File: src/rtl/multi_cycle_controller_pkg.sv
// Shared encodings for the multi-cycle RV32I controller: states, opcodes,
// ALU function codes and datapath mux select codes.
package multi_cycle_controller_pkg;

  typedef enum logic [3:0] {
    S_FETCH     = 4'd0,
    S_DECODE    = 4'd1,
    S_MEM_ADR   = 4'd2,
    S_MEM_READ  = 4'd3,
    S_MEM_WB    = 4'd4,
    S_MEM_WRITE = 4'd5,
    S_EXEC_R    = 4'd6,
    S_EXEC_I    = 4'd7,
    S_ALU_WB    = 4'd8,
    S_BRANCH    = 4'd9,
    S_JAL       = 4'd10,
    S_JALR_ADR  = 4'd11,
    S_JALR_PC   = 4'd12,
    S_LUI       = 4'd13
  } state_t;

  // Tells the ALU decoder how to interpret f3/f7 in the current state
  typedef enum logic [1:0] {
    CLS_ADD    = 2'd0,
    CLS_R      = 2'd1,
    CLS_I      = 2'd2,
    CLS_BRANCH = 2'd3
  } alu_class_t;

  localparam logic [6:0] OP_LOAD   = 7'b0000011;
  localparam logic [6:0] OP_STORE  = 7'b0100011;
  localparam logic [6:0] OP_R      = 7'b0110011;
  localparam logic [6:0] OP_I      = 7'b0010011;
  localparam logic [6:0] OP_BRANCH = 7'b1100011;
  localparam logic [6:0] OP_JAL    = 7'b1101111;
  localparam logic [6:0] OP_JALR   = 7'b1100111;
  localparam logic [6:0] OP_LUI    = 7'b0110111;

  localparam logic [6:0] F7_BASE = 7'b0000000;
  localparam logic [6:0] F7_ALT  = 7'b0100000;

  localparam logic [2:0] ALU_ADD  = 3'd0;
  localparam logic [2:0] ALU_SUB  = 3'd1;
  localparam logic [2:0] ALU_AND  = 3'd2;
  localparam logic [2:0] ALU_OR   = 3'd3;
  localparam logic [2:0] ALU_SLT  = 3'd4;
  localparam logic [2:0] ALU_SLTU = 3'd5;
  localparam logic [2:0] ALU_XOR  = 3'd6;

  localparam logic [2:0] IMM_I = 3'd0;
  localparam logic [2:0] IMM_S = 3'd1;
  localparam logic [2:0] IMM_B = 3'd2;
  localparam logic [2:0] IMM_J = 3'd3;
  localparam logic [2:0] IMM_U = 3'd4;

  localparam logic [1:0] SRC_A_PC     = 2'd0;
  localparam logic [1:0] SRC_A_OLD_PC = 2'd1;
  localparam logic [1:0] SRC_A_REG    = 2'd2;

  localparam logic [1:0] SRC_B_REG  = 2'd0;
  localparam logic [1:0] SRC_B_IMM  = 2'd1;
  localparam logic [1:0] SRC_B_FOUR = 2'd2;

  localparam logic [1:0] RES_ALU_OUT = 2'd0;
  localparam logic [1:0] RES_MDR     = 2'd1;
  localparam logic [1:0] RES_ALU     = 2'd2;
  localparam logic [1:0] RES_IMM     = 2'd3;

endpackage

File: src/rtl/multi_cycle_controller_alu_control_decoder.sv
// Combinational ALU function selection from the state class and the
// funct3/funct7 fields latched in IR.
module alu_control_decoder
  import multi_cycle_controller_pkg::*;
(
  input  alu_class_t  alu_class,
  input  logic [2:0]  f3,
  input  logic [6:0]  f7,
  output logic [2:0]  alu_function
);

  always_comb begin
    alu_function = ALU_ADD;
    case (alu_class)
      // Any funct7 other than the two legal encodings falls back to ADD
      CLS_R: begin
        if (f7 == F7_BASE) begin
          case (f3)
            3'b000:  alu_function = ALU_ADD;
            3'b111:  alu_function = ALU_AND;
            3'b110:  alu_function = ALU_OR;
            3'b010:  alu_function = ALU_SLT;
            3'b011:  alu_function = ALU_SLTU;
            default: alu_function = ALU_ADD;
          endcase
        end else if (f7 == F7_ALT && f3 == 3'b000) begin
          alu_function = ALU_SUB;
        end
      end
      CLS_I: begin
        case (f3)
          3'b000:  alu_function = ALU_ADD;
          3'b100:  alu_function = ALU_XOR;
          3'b110:  alu_function = ALU_OR;
          3'b010:  alu_function = ALU_SLT;
          3'b011:  alu_function = ALU_SLTU;
          default: alu_function = ALU_ADD;
        endcase
      end
      CLS_BRANCH: begin
        case (f3)
          3'b000, 3'b001: alu_function = ALU_SUB;
          3'b100, 3'b101: alu_function = ALU_SLT;
          default:        alu_function = ALU_ADD;
        endcase
      end
      default: alu_function = ALU_ADD;
    endcase
  end

endmodule

File: src/rtl/multi_cycle_controller.sv
// Main sequencing FSM for the multi-cycle RV32I datapath: Moore outputs from
// the registered state, except the branch PC write which also follows zero.
module multi_cycle_controller
  import multi_cycle_controller_pkg::*;
#(
  parameter int STATE_W = 4
) (
  input  logic       clk,
  input  logic       reset,
  input  logic [6:0] opcode,
  input  logic [2:0] f3,
  input  logic [6:0] f7,
  input  logic       zero,
  output logic       adr_src,
  output logic       mem_write,
  output logic       ir_write,
  output logic       old_pc_write,
  output logic       pc_write,
  output logic       reg_write,
  output logic [2:0] imm_src,
  output logic [1:0] alu_src_a,
  output logic [1:0] alu_src_b,
  output logic [2:0] alu_function,
  output logic [1:0] result_src
);

  logic [STATE_W-1:0] state_reg;
  state_t             state;
  state_t             next_state;
  alu_class_t         alu_class;
  logic               branch_taken;

  assign state = state_t'(state_reg);

  always_ff @(posedge clk) begin
    if (reset) state_reg <= STATE_W'(S_FETCH);
    else       state_reg <= STATE_W'(next_state);
  end

  always_comb begin
    next_state = S_FETCH;
    case (state)
      S_FETCH:  next_state = S_DECODE;
      S_DECODE: begin
        case (opcode)
          OP_LOAD, OP_STORE: next_state = S_MEM_ADR;
          OP_R:              next_state = S_EXEC_R;
          OP_I:              next_state = S_EXEC_I;
          OP_BRANCH:         next_state = S_BRANCH;
          OP_JAL:            next_state = S_JAL;
          OP_JALR:           next_state = S_JALR_ADR;
          OP_LUI:            next_state = S_LUI;
          default:           next_state = S_FETCH;
        endcase
      end
      S_MEM_ADR:  next_state = (opcode == OP_STORE) ? S_MEM_WRITE : S_MEM_READ;
      S_MEM_READ: next_state = S_MEM_WB;
      S_EXEC_R, S_EXEC_I, S_JAL, S_JALR_PC: next_state = S_ALU_WB;
      S_JALR_ADR: next_state = S_JALR_PC;
      default:    next_state = S_FETCH;
    endcase
  end

  // blt/bge use SLT, so zero means "not less than"
  always_comb begin
    case (f3)
      3'b000:  branch_taken = zero;
      3'b001:  branch_taken = !zero;
      3'b100:  branch_taken = !zero;
      3'b101:  branch_taken = zero;
      default: branch_taken = 1'b0;
    endcase
  end

  always_comb begin
    adr_src      = 1'b0;
    mem_write    = 1'b0;
    ir_write     = 1'b0;
    old_pc_write = 1'b0;
    pc_write     = 1'b0;
    reg_write    = 1'b0;
    imm_src      = IMM_I;
    alu_src_a    = SRC_A_PC;
    alu_src_b    = SRC_B_REG;
    result_src   = RES_ALU_OUT;
    alu_class    = CLS_ADD;
    case (state)
      S_FETCH: begin
        ir_write     = 1'b1;
        old_pc_write = 1'b1;
        pc_write     = 1'b1;
        alu_src_b    = SRC_B_FOUR;
        result_src   = RES_ALU;
      end
      S_DECODE: begin
        alu_src_a = SRC_A_OLD_PC;
        alu_src_b = SRC_B_IMM;
        imm_src   = (opcode == OP_JAL) ? IMM_J : IMM_B;
      end
      S_MEM_ADR: begin
        alu_src_a = SRC_A_REG;
        alu_src_b = SRC_B_IMM;
        imm_src   = (opcode == OP_STORE) ? IMM_S : IMM_I;
      end
      S_MEM_READ: adr_src = 1'b1;
      S_MEM_WB: begin
        result_src = RES_MDR;
        reg_write  = 1'b1;
      end
      S_MEM_WRITE: begin
        adr_src   = 1'b1;
        mem_write = 1'b1;
      end
      S_EXEC_R: begin
        alu_src_a = SRC_A_REG;
        alu_class = CLS_R;
      end
      S_EXEC_I: begin
        alu_src_a = SRC_A_REG;
        alu_src_b = SRC_B_IMM;
        alu_class = CLS_I;
      end
      S_ALU_WB: reg_write = 1'b1;
      S_BRANCH: begin
        alu_src_a = SRC_A_REG;
        alu_class = CLS_BRANCH;
        pc_write  = branch_taken;
      end
      S_JAL, S_JALR_PC: begin
        pc_write  = 1'b1;
        alu_src_a = SRC_A_OLD_PC;
        alu_src_b = SRC_B_FOUR;
      end
      S_JALR_ADR: begin
        alu_src_a = SRC_A_REG;
        alu_src_b = SRC_B_IMM;
      end
      S_LUI: begin
        imm_src    = IMM_U;
        result_src = RES_IMM;
        reg_write  = 1'b1;
      end
      default: ;
    endcase
    // Suppress every architectural write while reset is held
    if (reset) begin
      mem_write    = 1'b0;
      ir_write     = 1'b0;
      old_pc_write = 1'b0;
      pc_write     = 1'b0;
      reg_write    = 1'b0;
    end
  end

  alu_control_decoder u_alu_control_decoder (
    .alu_class    (alu_class),
    .f3           (f3),
    .f7           (f7),
    .alu_function (alu_function)
  );

endmodule

File: config.mk
export PLATFORM = sky130hd
export DESIGN_NAME = multi_cycle_controller
export DESIGN_NICKNAME = d
export VERILOG_FILES = /design/src/rtl/multi_cycle_controller_pkg.sv /design/src/rtl/multi_cycle_controller_alu_control_decoder.sv /design/src/rtl/multi_cycle_controller.sv
export SDC_FILE = /design/constraint.sdc
export NUM_CORES = 1
export LEC_CHECK = 0
export CAP_MARGIN = 20
export CORE_MARGIN = 2
export CORE_UTILIZATION = 36
export CTS_CLUSTER_DIAMETER = 30
export CTS_CLUSTER_SIZE = 12
export DETAILED_ROUTE_END_ITERATION = 12
export MAX_ROUTING_LAYER = met4
export PLACE_DENSITY = 0.85
export SKIP_CTS_REPAIR_TIMING = 1
export SYNTH_ARGS = -nofsm -noshare
export SYNTH_HDL_FRONTEND = slang
export SYNTH_HIERARCHICAL = 1
export SYNTH_SLANG_ARGS = --single-unit
File: constraint.sdc
create_clock -name clk -period 1.91 [get_ports clk]
set_clock_uncertainty 0.15 [all_clocks]
set_input_delay 0.2865 -clock clk [delete_from_list [all_inputs] [get_ports clk]]
set_output_delay 0.2865 -clock clk [all_outputs]
set_load 0.005 [all_outputs]
==> results of run 1 <==
kinds of logic (layout without fill, tap and decap cells):
| group | count (synthesis) | count (layout) | synth area share |
|---|---|---|---|
| compound gates | 28 | 28 | 0.252 |
| xor+xnor | 5 | 5 | 0.0563 |
| buf+inv | 15 | 92 | 0.0836 |
| flops | 4 | 4 | 0.103 |
| mux | 3 | 3 | 0.0402 |
| simple gates | 54 | 54 | 0.465 |
layout by cell type, fill, tap and decap left out, drive strengths merged, types with 2 or more instances in the layout:
cell           Yosys  layout
nor2b              6       6
nand4              3       3
o211ai             3       3
nor4b              3       3
mux2i              2       2
nor3b              4       4
clkdlybuf4s50      0      12
dfxtp              4       4
nand2b             7       7
nor4               2       2
inv                8       8
nor2               5       5
xnor2              2       2
o22ai              4       4
buf                5      49
or3                2       2
nand3              2       2
a21oi              6       6
o21ai              5       5
nand2              7       7
clkbuf             2       8
xor2               3       3
dlymetal6s2s       0      15
nand3b             2       2
nor3               5       5
routing by layer:
layer  routed length (um)  part of all wire
met1                 1350              0.34
met2                 2140              0.54
met3                  253             0.063
met4                  244             0.061
met5                    0                 0
critical path, stage by stage (launching register included):
cell      delay [ns]
dfxtp_4         0.35
buf_6           0.13
nand2b_4        0.15
o21ai_4         0.17
nor3b_4         0.24
nand4_1         0.17
a21boi_1        0.18
buf_2           0.14
final cells by class:
type / instances / area [um2]
Clock buffer: 3 / 22.5
Timing Repair Buffer: 81 / 746
Sequential cell: 4 / 95.1
Tap cell: 27 / 33.8
Fill cell: 109 / 254
Inverter: 8 / 30.0
Multi-Input combinational cell: 90 / 821
stage by stage:
stage	hold WS [ns]	utilization	total power (W)
CTS	0.648	0.745	0.000410
global route	0.445	0.873	0.000452
finish	0.421	0.873	0.000435
detailed placement	0.644	0.734	0.000298
global placement	0.630	0.734	0.000290
floorplan	0.251	-	0.000158
where the power goes:
group	switching, W	internal (W)	leakage [nW]
Combinational	0.000107	0.000134	0.826
Clock	0.0000365	0.0000704	0.0138
Sequential	0.00000437	0.0000823	0.0355
how the worst max path moves through the flow:
stage | to | slack [ns] | depth (start not counted)
floorplan | alu_function[1] | 0.005 | 7
global placement | imm_src[0] | -0.55 | 5
detailed placement | imm_src[0] | -0.57 | 5
CTS | alu_function[0] | -0.81 | 7
global route | alu_function[1] | -0.46 | 7
finish | alu_function[1] | -0.30 | 7
==> metrics.json, run 1 <==
{
  "number_of_global_route_vias_before_repair": 1114,
  "hold_class": "in2reg",
  "synth.largest_area_cell": "dfxtp_1",
  "place_inst": 207,
  "floorplan.die.width_um": 50.5,
  "final-setup-viol-count": 10,
  "yosysMostFrequentCell": "inv_1",
  "largest_net_degree_at_the_start_of_global_routing": 13,
  "use_met1": 0.181,
  "floorplan.die_area_um2": 2550,
  "netlist_top_cells_count": "inv_1, nand2_1, nand2b_1",
  "antenna-diode-count": 0,
  "largest_register_ffs": 4,
  "num_vias": 1247,
  "gr-usage-all-layers": 0.231,
  "design.core.area_um2": 2000,
  "grt.met2_usage": 0.504,
  "drt-wirelength-per-cell_um": 18.7,
  "postSynthCellCount": 109,
  "yosys_most_used_dff": "dfxtp_1",
  "routed_wirelength_um": 3990,
  "rsz0062_at_grt": "true",
  "area.growth.synth_to_final_pct": 125,
  "finalNetCount": 208,
  "grt_pass1_wl_um": 4350,
  "synth_fp_nets": 129,
  "netlist.area_leader.share": 0.103,
  "synth.avg_cell_area_um2": 7.14,
  "hold_path_end": "state[0]",
  "hold_path_depth": 4,
  "floorplan.initialDensity": 0.389,
  "yosysWarningCount": 6,
  "max_clock_freq_ghz": 0.453,
  "globalRoute.busiestLayer": "met2",
  "worst_setup_path_startpoint": "state[3]",
  "buffer_cell_driving_the_clock_tree_root": "clkbuf_4",
  "port_buffers": 37,
  "r2r-end": "state[3]",
  "violations": "negative setup slack",
  "timing.final.hold_violations": 0,
  "viasPerCell": 5.85,
  "clkTransAtPathRegs_ns": 0.04,
  "final_cell_count_no_fill": 213,
  "r2r_slack_ns": 0.13,
  "tritoncts.num_buffers": 3,
  "r2r_cells": 7,
  "ctsLongestPathBuffers": 2,
  "finish.instance_area_um2": 1750,
  "first_pass_iters": 6,
  "yosysSeqAreaShare": 0.103,
  "remaining_routing_drc_violations": 0,
  "crit_required_ns": 1.47,
  "placement_rows": 16,
  "place_congestion": 0.778,
  "die_height_um": 50.5,
  "critical_path_class": "reg2out",
  "finalCriticalPeriod_ns": 2.21,
  "syn-cell-area_um2": 778,
  "setup.worst_path.start_class": "flip-flop",
  "p_leak_nw": 0.875,
  "antenna_left": 0,
  "placed_cell_area_um2": 1470,
  "ioPinCount": 38,
  "grt_use_met3": 0.0446,
  "cap_viol_max_count": 0,
  "async_reset_ff_frac": 0,
  "synth_enable_flop_cells": 0,
  "max-vdd-ir-drop_v": 0.000222,
  "critical_path.endpoint_type": "primary output",
  "place_ws_ns": -0.573,
  "synth.distinct_cells": 47,
  "r2r_start": "state[3]",
  "synth-seq-cells": 4,
  "fin_crit_sh": 1.16,
  "slew-limit-headroom": 0.715,
  "cts_tree": "done",
  "worstPathArrival_ns": 1.77,
  "crit_path_max_fanout": 4,
  "initial_antenna_violation_count": 0,
  "setup_slack_ns": -0.299,
  "place.detailed.hpwl_um": 2200,
  "powerDensity_nw_per_um2": 249,
  "tns_ns": -1.52,
  "finalMaxSlewViolations": 0,
  "insertion_delay_ns": 0.24,
  "clock_net_sink_count": 4,
  "drt-initial-drc-count": 25,
  "overflow": 0,
  "worst_pin_slew_ns": 0.426,
  "worst_hold_launch": "opcode[4]",
  "cts_htree_levels": 1,
  "run_status": "finished with violations",
  "yosys-top-cells-area": "dfxtp_1, nand2b_1, nor2b_1, inv_1, nand2_1",
  "final_layout_size_suffix_gt1_frac": 0.522
}
Power figures use the tool's default switching activity.
==> run 2, diff against run 1 <==
PLACE_DENSITY = 0.74   (was 0.85)
==> run 2 against run 1 <==
  * The flow still finishes with violations (negative setup slack)
  * Largest cell class unchanged
  * Clock power about the same
  * Fmax shrank 3.3%
  * Register-to-register slack got worse by 0.14 ns
  * Largest power group unchanged
==> metrics.json, run 2 (same netlist as run 1, synthesis figures left out) <==
{
  "run_status": {"value": "finished with violations", "change": "unchanged"},
  "violations": {"value": "negative setup slack", "change": "unchanged"},
  "final_layout_size_suffix_gt1_frac": {"value": 0.513, "change": "was 0.522"},
  "mostFrequentLayoutCells": {"value": "buf_4, dlymetal6s2s_1, clkdlybuf4s50_1, inv_1", "change": "was buf_4, dlymetal6s2s_1, clkdlybuf4s50_1, buf_6, inv_1"},
  "port_buffers": {"value": 37, "change": "unchanged"},
  "fin_crit_sh": {"value": 1.20, "change": "was 1.16"},
  "viasPerCell": {"value": 5.50, "change": "was 5.85"},
  "clock_net_sink_count": {"value": 4, "change": "unchanged"},
  "path_buf_inv": {"value": 2, "change": "unchanged"},
  "gr-usage-all-layers": {"value": 0.213, "change": "was 0.231"},
  "placement_rows": {"value": 16, "change": "unchanged"},
  "num_vias": {"value": 1198, "change": "was 1247"},
  "powerDensity": {"value": 244, "unit": "nW/um2", "change": "was 249 nW/um2"},
  "critical_path.endpoint_type": {"value": "primary output", "change": "unchanged"},
  "p_leak": {"value": 0.885, "unit": "nW", "change": "was 0.875 nW"},
  "r2r-end": {"value": "state[2]", "change": "was state[3]"},
  "place.detailed.hpwl": {"value": 2100, "unit": "um", "change": "was 2200 um"},
  "worst_setup_path_startpoint": {"value": "state[1]", "change": "was state[3]"},
  "max-vdd-ir-drop": {"value": 0.000396, "unit": "V", "change": "was 0.000222 V"},
  "floorplan.initialDensity": {"value": 0.389, "change": "unchanged"},
  "max_clock_freq": {"value": 0.438, "unit": "GHz", "change": "was 0.453 GHz"},
  "finalNetCount": {"value": 213, "change": "was 208"},
  "grt_pass1_wl": {"value": 4190, "unit": "um", "change": "was 4350 um"},
  "initial_antenna_violation_count": {"value": 0, "change": "unchanged"},
  "insertion_delay": {"value": 0.23, "unit": "ns", "change": "was 0.24 ns"},
  "setup_slack": {"value": -0.374, "unit": "ns", "change": "was -0.299 ns"},
  "crit_path_cell_trace": {"value": "nor2b_4 > inv_1 > o21ai_4 > nor4b_1 > nand4_1 > o211ai_2 > dlymetal6s2s_1", "change": "was buf_6 > nand2b_4 > o21ai_4 > nor3b_4 > nand4_1 > a21boi_1 > buf_2"},
  "ioPinCount": {"value": 38, "change": "unchanged"},
  "place_congestion": {"value": 0.814, "change": "was 0.778"},
  "critical-path-slowest-cell": {"value": "dfxtp_4", "change": "unchanged"},
  "area.growth.synth_to_final": {"value": 120, "unit": "%", "change": "was 125%"},
  "design.core.area": {"value": 2000, "unit": "um2", "change": "unchanged"},
  "r2r_start": {"value": "state[3]", "change": "unchanged"},
  "drt-wirelength-per-cell": {"value": 16.1, "unit": "um", "change": "was 18.7 um"},
  "layout_commonest_cell": {"value": "buf_4", "change": "unchanged"},
  "crit_required": {"value": 1.47, "unit": "ns", "change": "about the same"},
  "clkTransAtPathRegs": {"value": 0.04, "unit": "ns", "change": "about the same"},
  "remaining_routing_drc_violations": {"value": 0, "change": "unchanged"},
  "floorplan.die_area": {"value": 2550, "unit": "um2", "change": "unchanged"},
  "ctsLongestPathBuffers": {"value": 2, "change": "unchanged"},
  "worst_pin_slew": {"value": 0.353, "unit": "ns", "change": "was 0.426 ns"},
  "cts_tree": {"value": "done", "change": "unchanged"},
  "r2r_cells": {"value": 8, "change": "was 7"},
  "number_of_global_route_vias_before_repair": {"value": 1031, "change": "was 1114"},
  "place_ws": {"value": -0.579, "unit": "ns", "change": "was -0.573 ns"},
  "crit_path_max_fanout": {"value": 6, "change": "was 4"},
  "finalMaxSlewViolations": {"value": 0, "change": "unchanged"},
  "timing.final.hold_violations": {"value": 0, "change": "unchanged"},
  "hold_path_depth": {"value": 4, "change": "unchanged"},
  "die_height": {"value": 50.5, "unit": "um", "change": "unchanged"},
  "final-setup-viol-count": {"value": 10, "change": "unchanged"},
  "slew-limit-headroom": {"value": 0.764, "change": "was 0.715"},
  "power.total": {"value": 0.000419, "unit": "W", "change": "was 0.000435 W"},
  "first_pass_iters": {"value": 4, "change": "was 6"},
  "critPathTopFamily": {"value": "simple AND/OR/NAND/NOR gates", "change": "unchanged"},
  "antenna-diode-count": {"value": 0, "change": "unchanged"},
  "critical_path_class": {"value": "reg2out", "change": "unchanged"},
  "floorplan.die.width": {"value": 50.5, "unit": "um", "change": "unchanged"},
  "buffer_cell_driving_the_clock_tree_root": {"value": "clkbuf_4", "change": "unchanged"},
  "setup.worst_path.start_class": {"value": "flip-flop", "change": "unchanged"},
  "worstPathArrival": {"value": 1.85, "unit": "ns", "change": "was 1.77 ns"},
  "largest_register_ffs": {"value": 4, "change": "unchanged"},
  "largest_net_degree_at_the_start_of_global_routing": {"value": 11, "change": "was 13"},
  "routed_wirelength": {"value": 3520, "unit": "um", "change": "was 3990 um"},
  "cts_htree_levels": {"value": 1, "change": "unchanged"},
  "finalCriticalPeriod": {"value": 2.28, "unit": "ns", "change": "was 2.21 ns"},
  "r2r_slack": {"value": -0.01, "unit": "ns", "change": "was 0.13 ns"},
  "cap_viol_max_count": {"value": 0, "change": "unchanged"},
  "antenna_left": {"value": 0, "change": "unchanged"},
  "finalCoreUtilization": {"value": 0.857, "change": "was 0.873"},
  "drt-initial-drc-count": {"value": 31, "change": "was 25"},
  "worst_hold_launch": {"value": "opcode[4]", "change": "unchanged"},
  "tritoncts.num_buffers": {"value": 3, "change": "unchanged"},
  "hold_path_end": {"value": "state[0]", "change": "unchanged"},
  "rsz0062_at_grt": {"value": "true", "change": "unchanged"},
  "hold_class": {"value": "in2reg", "change": "unchanged"},
  "max_stage_delay": {"value": 0.38, "unit": "ns", "change": "was 0.35 ns"},
  "overflow": {"value": 0, "change": "unchanged"}
}
[run 2: changes by cell type in the layout (fill, tap and decap cells not counted), moves of 2 or more]
cell     change
nor2b_2      +2
buf_4        +8
buf_6        -3
nor2b_4      -3
[run 2: layer usage]
layer	wire [um]	part of all wire	GRT usage	up-vias
li1	-	-	-	567
met5	0	0	-	-
met2	1860	0.53	0.417	56
met4	175	0.050	0.0766	0
met1	1350	0.38	0.224	559
met3	131	0.037	0.00893	16
[run 2: through the flow]
stage / setup TNS (ns) / instances / hold slack (ns) / cell area [um2]
after floorplan: 0 / 109 / 0.251 / 797
after global placement: -4.13 / 208 / 0.621 / 1480
after detailed placement: -4.54 / 208 / 0.655 / 1480
after CTS: -8.37 / 211 / 0.667 / 1500
after global routing: -2.32 / 218 / 0.420 / 1720
final: -1.60 / 218 / 0.369 / 1720
[run 2: final cells by class]
cell class                      count  area (um2)
Inverter                            8        30.0
Tap cell                           27        33.8
Multi-Input combinational cell     90         782
Fill cell                         110         287
Sequential cell                     4        95.1
Clock buffer                        3        22.5
Timing Repair Buffer               86         752
[run 2: worst register-to-register path: cells and delay by family, from the launching register on]
| family | cells | cell delay [ns] |
|---|---|---|
| buffers and inverters | 4 | 0.55 |
| AND/OR/NAND/NOR | 2 | 0.52 |
| flip-flops | 1 | 0.35 |
| AO/OA/AOI/OAI | 2 | 0.24 |
[run 2: worst max path at each step]
stage,to,cells past startpoint
after floorplan,alu_function[1],7
after global placement,imm_src[0],5
after detailed placement,imm_src[0],5
after CTS,alu_function[0],7
after global routing,alu_function[0],7
final,alu_function[0],7
[run 2: power by group]
| part | switching [W] | total, W | internal (W) |
|---|---|---|---|
| combinational | 0.0000971 | 0.000228 | 0.000131 |
| clock | 0.0000346 | 0.000105 | 0.0000703 |
| sequential | 0.00000397 | 0.0000863 | 0.0000823 |
